$ cat config.mk
export PLATFORM = sky130hd
export DESIGN_NAME = mem_arbiter_flat
export DESIGN_NICKNAME = d
export VERILOG_FILES = /design/src/rtl/mem_arbiter_if.sv /design/src/rtl/mem_arbiter.sv /design/src/flat_wrapper.sv
export SDC_FILE = /design/constraint.sdc
export NUM_CORES = 1
export LEC_CHECK = 0
export ABC_CLOCK_PERIOD_IN_PS = 1870
export BUFFER_PORTS_ARGS = -buffer_cell sky130_fd_sc_hd__buf_2
export CORE_ASPECT_RATIO = 0.8
export CORE_MARGIN = 8
export CORE_UTILIZATION = 45
export CTS_CLUSTER_SIZE = 20
export DETAILED_ROUTE_END_ITERATION = 8
export HOLD_SLACK_MARGIN = 0.02
export PLACE_DENSITY = 0.8
export SETUP_SLACK_MARGIN = 0.02
export SKIP_CTS_REPAIR_TIMING = 1
export SLEW_MARGIN = 20
export SYNTH_ARGS = -nofsm -noshare
export SYNTH_HDL_FRONTEND = slang
export SYNTH_SLANG_ARGS = --single-unit
export TNS_END_PERCENT = 1
$ cat constraint.sdc
create_clock -name clk -period 1.87 [get_ports clk]
set_input_delay 0.374 -clock clk [delete_from_list [all_inputs] [get_ports clk]]
set_output_delay 0.374 -clock clk [all_outputs]
set_load 0.03 [all_outputs]
$ cat src/rtl/mem_arbiter_if.sv
// Bus bundle between the two requesting masters, the memory, and mem_arbiter.
// slave is the arbiter's view; master is the view of the requesters plus memory.
interface mem_arbiter_if #(
    parameter int ADDR_W = 16,
    parameter int DATA_W = 16
);
    logic              req0;
    logic              we0;
    logic [ADDR_W-1:0] addr0;
    logic [DATA_W-1:0] wdata0;
    logic              gnt0;
    logic              ack0;

    logic              req1;
    logic              we1;
    logic [ADDR_W-1:0] addr1;
    logic [DATA_W-1:0] wdata1;
    logic              gnt1;
    logic              ack1;

    logic [DATA_W-1:0] rdata;
    logic              busy;

    logic              mem_addr_en;
    logic              mem_in_en;
    logic              mem_out_en;
    logic [ADDR_W-1:0] mem_addr;
    logic [DATA_W-1:0] mem_wdata;
    logic [DATA_W-1:0] mem_rdata;

    modport slave (
        input  req0, we0, addr0, wdata0,
        input  req1, we1, addr1, wdata1,
        input  mem_rdata,
        output gnt0, ack0, gnt1, ack1, rdata, busy,
        output mem_addr_en, mem_in_en, mem_out_en, mem_addr, mem_wdata
    );

    modport master (
        output req0, we0, addr0, wdata0,
        output req1, we1, addr1, wdata1,
        output mem_rdata,
        input  gnt0, ack0, gnt1, ack1, rdata, busy,
        input  mem_addr_en, mem_in_en, mem_out_en, mem_addr, mem_wdata
    );
endinterface

$ cat src/rtl/mem_arbiter.sv
// Round-robin arbiter sharing one memory between the CPU (port 0) and DMA (port 1).
//   state | meaning
//   IDLE  | sample requests, pick winner, latch its we/addr/wdata
//   ADDR  | mem_addr_en strobe with latched address
//   DATA  | mem_in_en (write) or mem_out_en (read, rdata captured)
//   DONE  | one-cycle ack to the winner
module mem_arbiter #(
    parameter int ADDR_W = 16,
    parameter int DATA_W = 16
) (
    input  logic          clk,
    input  logic          rst,
    mem_arbiter_if.slave  bus
);
    typedef enum logic [1:0] {IDLE, ADDR, DATA, DONE} state_t;

    state_t            state;
    state_t            state_nx;
    logic              win_q;
    logic              we_q;
    logic              last_grant;
    logic [ADDR_W-1:0] addr_q;
    logic [DATA_W-1:0] wdata_q;
    logic [DATA_W-1:0] rdata_q;
    logic              ack0_q;
    logic              ack1_q;
    logic              busy_q;
    logic              grant_vld;
    logic              grant_id;

    // On contention the port that did not win last time goes next.
    always_comb begin
        grant_vld = bus.req0 | bus.req1;
        if (bus.req0 && bus.req1)
            grant_id = ~last_grant;
        else
            grant_id = bus.req1;
    end

    always_ff @(posedge clk) begin
        if (rst)
            state <= IDLE;
        else
            state <= state_nx;
    end

    always_comb begin
        state_nx = state;
        case (state)
            IDLE:    if (grant_vld) state_nx = ADDR;
            ADDR:    state_nx = DATA;
            DATA:    state_nx = DONE;
            DONE:    state_nx = IDLE;
            default: state_nx = IDLE;
        endcase
    end

    always_ff @(posedge clk) begin
        if (rst) begin
            win_q      <= 1'b0;
            we_q       <= 1'b0;
            addr_q     <= '0;
            wdata_q    <= '0;
            rdata_q    <= '0;
            last_grant <= 1'b1;
            ack0_q     <= 1'b0;
            ack1_q     <= 1'b0;
            busy_q     <= 1'b0;
        end else begin
            if (state == IDLE && grant_vld) begin
                win_q      <= grant_id;
                last_grant <= grant_id;
                we_q       <= grant_id ? bus.we1    : bus.we0;
                addr_q     <= grant_id ? bus.addr1  : bus.addr0;
                wdata_q    <= grant_id ? bus.wdata1 : bus.wdata0;
            end
            if (state == DATA && !we_q)
                rdata_q <= bus.mem_rdata;
            ack0_q <= (state_nx == DONE) && !win_q;
            ack1_q <= (state_nx == DONE) &&  win_q;
            busy_q <= (state_nx != IDLE);
        end
    end

    always_comb begin
        bus.gnt0        = (state != IDLE) && !win_q;
        bus.gnt1        = (state != IDLE) &&  win_q;
        bus.ack0        = ack0_q;
        bus.ack1        = ack1_q;
        bus.rdata       = rdata_q;
        bus.busy        = busy_q;
        bus.mem_addr_en = (state == ADDR);
        bus.mem_in_en   = (state == DATA) &&  we_q;
        bus.mem_out_en  = (state == DATA) && !we_q;
        bus.mem_addr    = (state == ADDR || state == DATA) ? addr_q  : '0;
        bus.mem_wdata   = (state == ADDR || state == DATA) ? wdata_q : '0;
    end
endmodule

$ cat src/flat_wrapper.sv
// flat-port wrapper written by rule: the top's interface ports become plain ports
module mem_arbiter_flat 
#(
    parameter int ADDR_W = 16,
    parameter int DATA_W = 16
)
  (clk, rst, bus_req0, bus_we0, bus_addr0, bus_wdata0, bus_req1, bus_we1, bus_addr1, bus_wdata1, bus_mem_rdata, bus_gnt0, bus_ack0, bus_gnt1, bus_ack1, bus_rdata, bus_busy, bus_mem_addr_en, bus_mem_in_en, bus_mem_out_en, bus_mem_addr, bus_mem_wdata);
  mem_arbiter_if #(.ADDR_W(ADDR_W), .DATA_W(DATA_W)) bus_i ();
  input  logic clk;
  input  logic rst;
  input wire logic [$bits(bus_i.req0)-1:0] bus_req0;
  input wire logic [$bits(bus_i.we0)-1:0] bus_we0;
  input wire logic [$bits(bus_i.addr0)-1:0] bus_addr0;
  input wire logic [$bits(bus_i.wdata0)-1:0] bus_wdata0;
  input wire logic [$bits(bus_i.req1)-1:0] bus_req1;
  input wire logic [$bits(bus_i.we1)-1:0] bus_we1;
  input wire logic [$bits(bus_i.addr1)-1:0] bus_addr1;
  input wire logic [$bits(bus_i.wdata1)-1:0] bus_wdata1;
  input wire logic [$bits(bus_i.mem_rdata)-1:0] bus_mem_rdata;
  output wire logic [$bits(bus_i.gnt0)-1:0] bus_gnt0;
  output wire logic [$bits(bus_i.ack0)-1:0] bus_ack0;
  output wire logic [$bits(bus_i.gnt1)-1:0] bus_gnt1;
  output wire logic [$bits(bus_i.ack1)-1:0] bus_ack1;
  output wire logic [$bits(bus_i.rdata)-1:0] bus_rdata;
  output wire logic [$bits(bus_i.busy)-1:0] bus_busy;
  output wire logic [$bits(bus_i.mem_addr_en)-1:0] bus_mem_addr_en;
  output wire logic [$bits(bus_i.mem_in_en)-1:0] bus_mem_in_en;
  output wire logic [$bits(bus_i.mem_out_en)-1:0] bus_mem_out_en;
  output wire logic [$bits(bus_i.mem_addr)-1:0] bus_mem_addr;
  output wire logic [$bits(bus_i.mem_wdata)-1:0] bus_mem_wdata;
  assign bus_i.req0 = bus_req0;
  assign bus_i.we0 = bus_we0;
  assign bus_i.addr0 = bus_addr0;
  assign bus_i.wdata0 = bus_wdata0;
  assign bus_i.req1 = bus_req1;
  assign bus_i.we1 = bus_we1;
  assign bus_i.addr1 = bus_addr1;
  assign bus_i.wdata1 = bus_wdata1;
  assign bus_i.mem_rdata = bus_mem_rdata;
  assign bus_gnt0 = bus_i.gnt0;
  assign bus_ack0 = bus_i.ack0;
  assign bus_gnt1 = bus_i.gnt1;
  assign bus_ack1 = bus_i.ack1;
  assign bus_rdata = bus_i.rdata;
  assign bus_busy = bus_i.busy;
  assign bus_mem_addr_en = bus_i.mem_addr_en;
  assign bus_mem_in_en = bus_i.mem_in_en;
  assign bus_mem_out_en = bus_i.mem_out_en;
  assign bus_mem_addr = bus_i.mem_addr;
  assign bus_mem_wdata = bus_i.mem_wdata;
  mem_arbiter #(.ADDR_W(ADDR_W), .DATA_W(DATA_W)) u_core (.clk(clk), .rst(rst), .bus(bus_i));
endmodule
### Yosys cells after proc, flatten, opt, wreduce, memory -nomap -nowiden

Index checks and enable logic that the tools add are counted.

| operators by class | value |
|---|---|
| bitwise logic cells | 2 |
| multiplexer cells | 8 |
| reductions and logical operators | 14 |
| eq/ne operators | 4 |

Operator list:

| operator | number |
|---|---|
| 16-bit 2-to-1 mux | 4 |
| 1-bit logical AND | 8 |
| 2-bit one-hot mux with 4 select lines | 1 |
| 2-bit == test (second input constant) | 3 |
| 2-bit nonzero test | 2 |
| 2-bit by 1-bit == test with 1-bit output (second input constant) | 1 |
| 1-bit zero test | 2 |
| 2-bit zero test | 1 |
| 1-bit 2-to-1 mux | 2 |
| 2-bit 2-to-1 mux | 1 |
| 1-bit logical OR | 1 |
| 1-bit inverter | 1 |
| 1-bit bitwise OR | 1 |

| storage, ports and cells | value |
|---|---|
| register bits | 56 |
| logic and storage cells | 38 |
| output and inout bits | 56 |

### Logic depth before layout (Yosys ltp)

| depth | value |
|---|---|
| word-level depth | 5 |
| gate-level depth with buffers | 8 |
| gate-level depth less buffers | 6 |

### Worst setup path before layout

OpenSTA, ideal clock, no wires.

| timing | value |
|---|---|
| path kind | register to output |
| start point | reg u_core.state[0] |
| end point | out bus_mem_addr[0] |
| setup slack | 249 ps |
| arrival time | 1247 ps |
| required time | 1496 ps |
| cell stages (with the launch flop) | 5 |
| path through | dfxtp_1 inv_1 ha_1 clkbuf_1 and2_1 |

| on the way | value |
|---|---|
| word-level cells in the longest chain between the ends | 3 |
| elaborated cells between the ends (all ways) | 4 |
| those cells by class | eq/ne (2); mux (1); reduce/logical (1) |

Ends and longest elaborated chain:

| element | RTL line | RTL |
|---|---|---|
| from (decl) | mem_arbiter.sv:17 | `state_t state;` |
| from (signal assigned) | mem_arbiter.sv:44 | `state <= state_nx;` |
| 2-bit by 1-bit == test with 1-bit output or 2-bit == test (tied branches) | mem_arbiter.sv:95 | `bus.mem_addr = (state == ADDR \|\| state == DATA) ? addr_q : '0;` |
| 1-bit logical OR * | mem_arbiter.sv:95 |  |
| 16-bit 2-to-1 mux * | mem_arbiter.sv:95 |  |
| to (decl) | flat_wrapper.sv:29 | `output wire logic [$bits(bus_i.mem_addr)-1:0] bus_mem_addr;` |

Every way passes the cells marked *; elsewhere a longest branch is shown, timed or not.

### Final worst setup path

| timing | value |
|---|---|
| start point | reg u_core.state[1] |
| end point | out bus_mem_addr[0] |

The elaborated chain is that of the path after synthesis.

==> results <==
- The flow ran to the end, but the final reports show violations.
- The final reports fail on negative setup slack.
- At the end of routability-driven placement, the weighted congestion stood at 0.768.
- Counting flops with an async set or reset pin after synthesis yields a share of 0.
- The endpoint type of the worst setup path is an output pin.
- The die area is 8640 sq um.
- The met3 routed wirelength is 707 um.
- Wire segments on met2 add up to 4.03 mm in the final route.
- The first global-routing pass estimated 12.4 mm of wire.
- The peak clock frequency supported by timing is 533 MHz.
- Counting every net in the synthesized netlist gives 413.
- The highest cell delay on the worst timing path is 0.36 ns.
- In this run the standard cell core region covers 5820 sq um.
- The final count of hold timing violations is 0.
- The die is 102 um wide.
- After detailed routing, the wire length on met1 is 3.55 mm.
- The post-route non-filler standard cell count is 541.
- The final number of setup-violating endpoints is 1.
- By area the synthesized netlist is led by sky130_fd_sc_hd__dfxtp_1 (42%), sky130_fd_sc_hd__a211oi_2 (14%), sky130_fd_sc_hd__a21oi_1 (9.6%), sky130_fd_sc_hd__nand2_1 (9.2%), sky130_fd_sc_hd__and2_1 (7.8%).
- The dominant cell type by area after synthesis is sky130_fd_sc_hd__dfxtp_1.
- No sink is reached through more buffers than the 2 on the longest clock path.
- Setup repair after global routing could not meet its margin everywhere.
- The first-iteration detailed-routing DRC count is 173.
- The critical-path cell with the highest stage delay is sky130_fd_sc_hd__dfxtp_2.
- The worst-case IR drop observed on VDD is 0.811 mV.
- The overall global routing resource usage is 0.178.
- Counting I/O delays and the setup requirement, the final critical path takes 1.88 ns.
- Clock tree synthesis inserted a total of 5 buffers.
- For this design the top-level I/O count stands at 142.
- Once layout is done, the placed cells without fillers occupy 3870 sq um.
- Wires add up to 8.36 mm.
- The remaining design rule violation count is 0.
- TritonCTS built the clock tree.
- Of the total power, the share spent switching nets is 0.451.
- The worst slew margin relative to its limit is 0.754.
- Clock tree synthesis selected as its root buffer the cell sky130_fd_sc_hd__clkbuf_8.
- After detailed routing, the number of vias per cell comes to 4.95.
- The count of vias placed by the detailed router is 2676.
- Counting every sink on the clock net gives 56.
- After detailed placement, the design holds a cell count of 529.
- On the final layout, the worst hold slack is 0.276 ns.
- The share of total power dissipated in combinational logic is 0.610.
- Of the cells placed in the final design, the portion with a size suffix greater than 1 is 0.476.
- The sequential power share is 0.279.
- The count of buffer and inverter cells on the critical path is 3.
- In the final routed layout, each cell accounts on average for 15.5 um.
- For this run the aggregate overflow at the end of global routing stands at 0.
- For this run, the leading register cell type out of synthesis is sky130_fd_sc_hd__dfxtp_1.
- The number of buffers added on ports is 141.
- The number of antenna violations at the first check in global routing is 0.
- Cell internal power was estimated by the tool at 3.49 mW.
- The count of nets left with antenna violations after detail routing is 0.
- In this run the top signal layer used is met4.
- The type of the tightest min-delay check is in2reg.
- STA puts the critical path data required time at 1.50 ns.
- The max-capacitance violation count is 0.
- The height of the die is 84.8 um.
- The launching element type of the critical path is a register.
- The worst-case clock skew is 0.0116 ns.
- From synthesis to final layout, the design area changed by 45.4%.
- The estimated wirelength of the detail-placed design is 5.79 mm.
- Setup slack on the critical path of the routed design comes to -0.00698 ns.
- The number of antenna diodes in the final layout is 0.
- The share of total power dissipated in the clock network is 0.111.
- The pre-antenna-repair detailed-routing pass consisted of 5 iterations.
- The share of the core filled with cells in the final layout is 0.665.
- The floorplan has 25 rows.
- The power density over the cells is 1640 nW/um^2.
- The total cell area at the placement stage is 3460 sq um.
- The sum of negative setup slack is -0.00698 ns.
- Summed over all cells, the static leakage comes to 1.81 nW.
- The kind of cell with the highest combined delay along the critical path is buffers and inverters.
- The insertion delay of the later-clocked pin in the worst-skew pair is 0.32 ns.
- The number of max-slew violations in the final report is 0.
- At the pin with the least slew margin, the transition time is 0.369 ns.
- For this run, the register share of the synthesized area comes to 0.422.
- After the last flow step, the layout net total stands at 549.
- Traced cell by cell, the critical path runs through inv_2 -> ha_4 -> buf_6 -> and2_1 -> buf_4.
- The critical path class is reg2out.
- The share of the synthesized area in the top cell type is 0.422.
- The H-tree was split into 2 levels.
- Each instance of the synthesized netlist takes up on average 8.23 sq um.
- The analysis attributes to net switching a power of 2.86 mW.
- After synthesis the cells add up to 2660 sq um.
- The worst-path maximum fanout is 7.
- The number of distinct library cells after synthesis is 27.
- The final critical-path share of the clock period is 1.00.
- The flop and latch count out of synthesis is 56.
- The via count of the first global-routing pass is 2647.
- The post-synthesis cell count is 323.
- The effective utilization at floorplan is 0.457.
- The maximum number of pins on one net before global-route repair is 34.
- The synthesized design contains 0 enable-type register cells.
- The clock edge transition at the registers on the reported setup and hold paths is 0.11 ns.
- At the worst endpoint, the arrival time is 1.50 ns.
- The Yosys step of the flow raised 0 warnings.
[Yosys cell counts (all sizes together), types with 2 or more instances]
cell type	n
inv	4
ha	4
clkbuf	10
a21oi	51
and2	33
a211oi	33
nor2	37
buf	17
dfxtp	56
o21ai	2
nand2	65
[power groups by stage]
stage	clock network [mW]	logic [mW]	registers (mW)
3_5_place_dp	0	3.12	1.78
5_1_grt	0.771	4.15	1.82
6_report	0.703	3.88	1.77
4_1_cts	0.723	3.13	1.75
3_3_place_gp	0	3.06	1.76
2_1_floorplan	0	2.14	1.89
[layer usage]
metal  track usage  vias to the layer above
met5             0                        -
met4        0.0665                        0
met3        0.0612                        5
met2         0.301                       92
met1         0.201                     1234
li1              -                     1345
[cell type report]
class / instances / area [sq um]
inverter: 4 / 17.5
tap: 81 / 101
clock buffer: 5 / 68.8
clock inverter: 3 / 26.3
fill: 503 / 1950
multi-input combinational: 236 / 1450
sequential: 56 / 1120
timing repair buffer: 156 / 1080
[sequential cells by signal (all words and copies together), names as in the netlist]
name,count
u_core.addr_q,16
u_core.bus.ack0,1
u_core.bus.ack1,1
u_core.bus.busy,1
u_core.bus.rdata,16
u_core.last_grant,1
u_core.state,2
u_core.wdata_q,16
u_core.we_q,1
u_core.win_q,1
[cell usage in the layout (no fill, tap or decap), drive strengths merged]
cell type / netlist / routed
or4b: 1 / 1
or2: 1 / 1
a22oi: 1 / 1
dfxtp: 56 / 56
a31oi: 1 / 1
buf: 17 / 154
nor3b: 1 / 1
nor2: 37 / 37
nor2b: 1 / 1
nand2b: 1 / 1
and2: 33 / 33
and3b: 1 / 1
ha: 4 / 4
nand2: 65 / 65
o21a: 1 / 1
clkinv: 0 / 2
inv: 4 / 5
clkbuf: 10 / 7
a211oi: 33 / 33
a21oi: 51 / 51
a21boi: 1 / 1
o21ai: 2 / 2
a21bo: 1 / 1
[worst min-delay path, delay by kind of cell]
kind            cells  cell delay, ns
buf+inv             1            0.09
simple gates        1            0.04
compound gates      1            0.05
[through the flow]
step	total power [mW]	setup slack, ns
after floorplan	4.03	0.249
after global placement	4.82	0.260
after detailed placement	4.90	0.222
after CTS	5.61	-0.137
after global routing	6.74	-0.0899
final	6.35	-0.00698
[cell families (layout without fill, tap and decap cells)]
logic type | count (synthesis) | count (layout) | synth area share
DFF | 56 | 56 | 0.422
buffers and inverters | 31 | 168 | 0.0532
and+or+nand+nor | 141 | 141 | 0.239
adders and majority gates | 4 | 4 | 0.0188
AOI/OAI and AO/OA | 91 | 91 | 0.268
[path summary, 6_finish.rpt]
| check | startpoint | to | slack (ns) | depth (start not counted) |
|---|---|---|---|---|
| setup / recovery | u_core.state[1] | bus_mem_addr[0] | -0.007 | 5 |
| hold / removal | bus_mem_rdata[6] | u_core.bus.rdata[6] | 0.28 | 3 |
| setup reg to reg | u_core.state[1] | u_core.addr_q[4] | 0.48 | 6 |
| hold reg to reg | u_core.bus.rdata[2] | u_core.bus.rdata[2] | 0.46 | 2 |
Power figures use the tool's default switching activity.
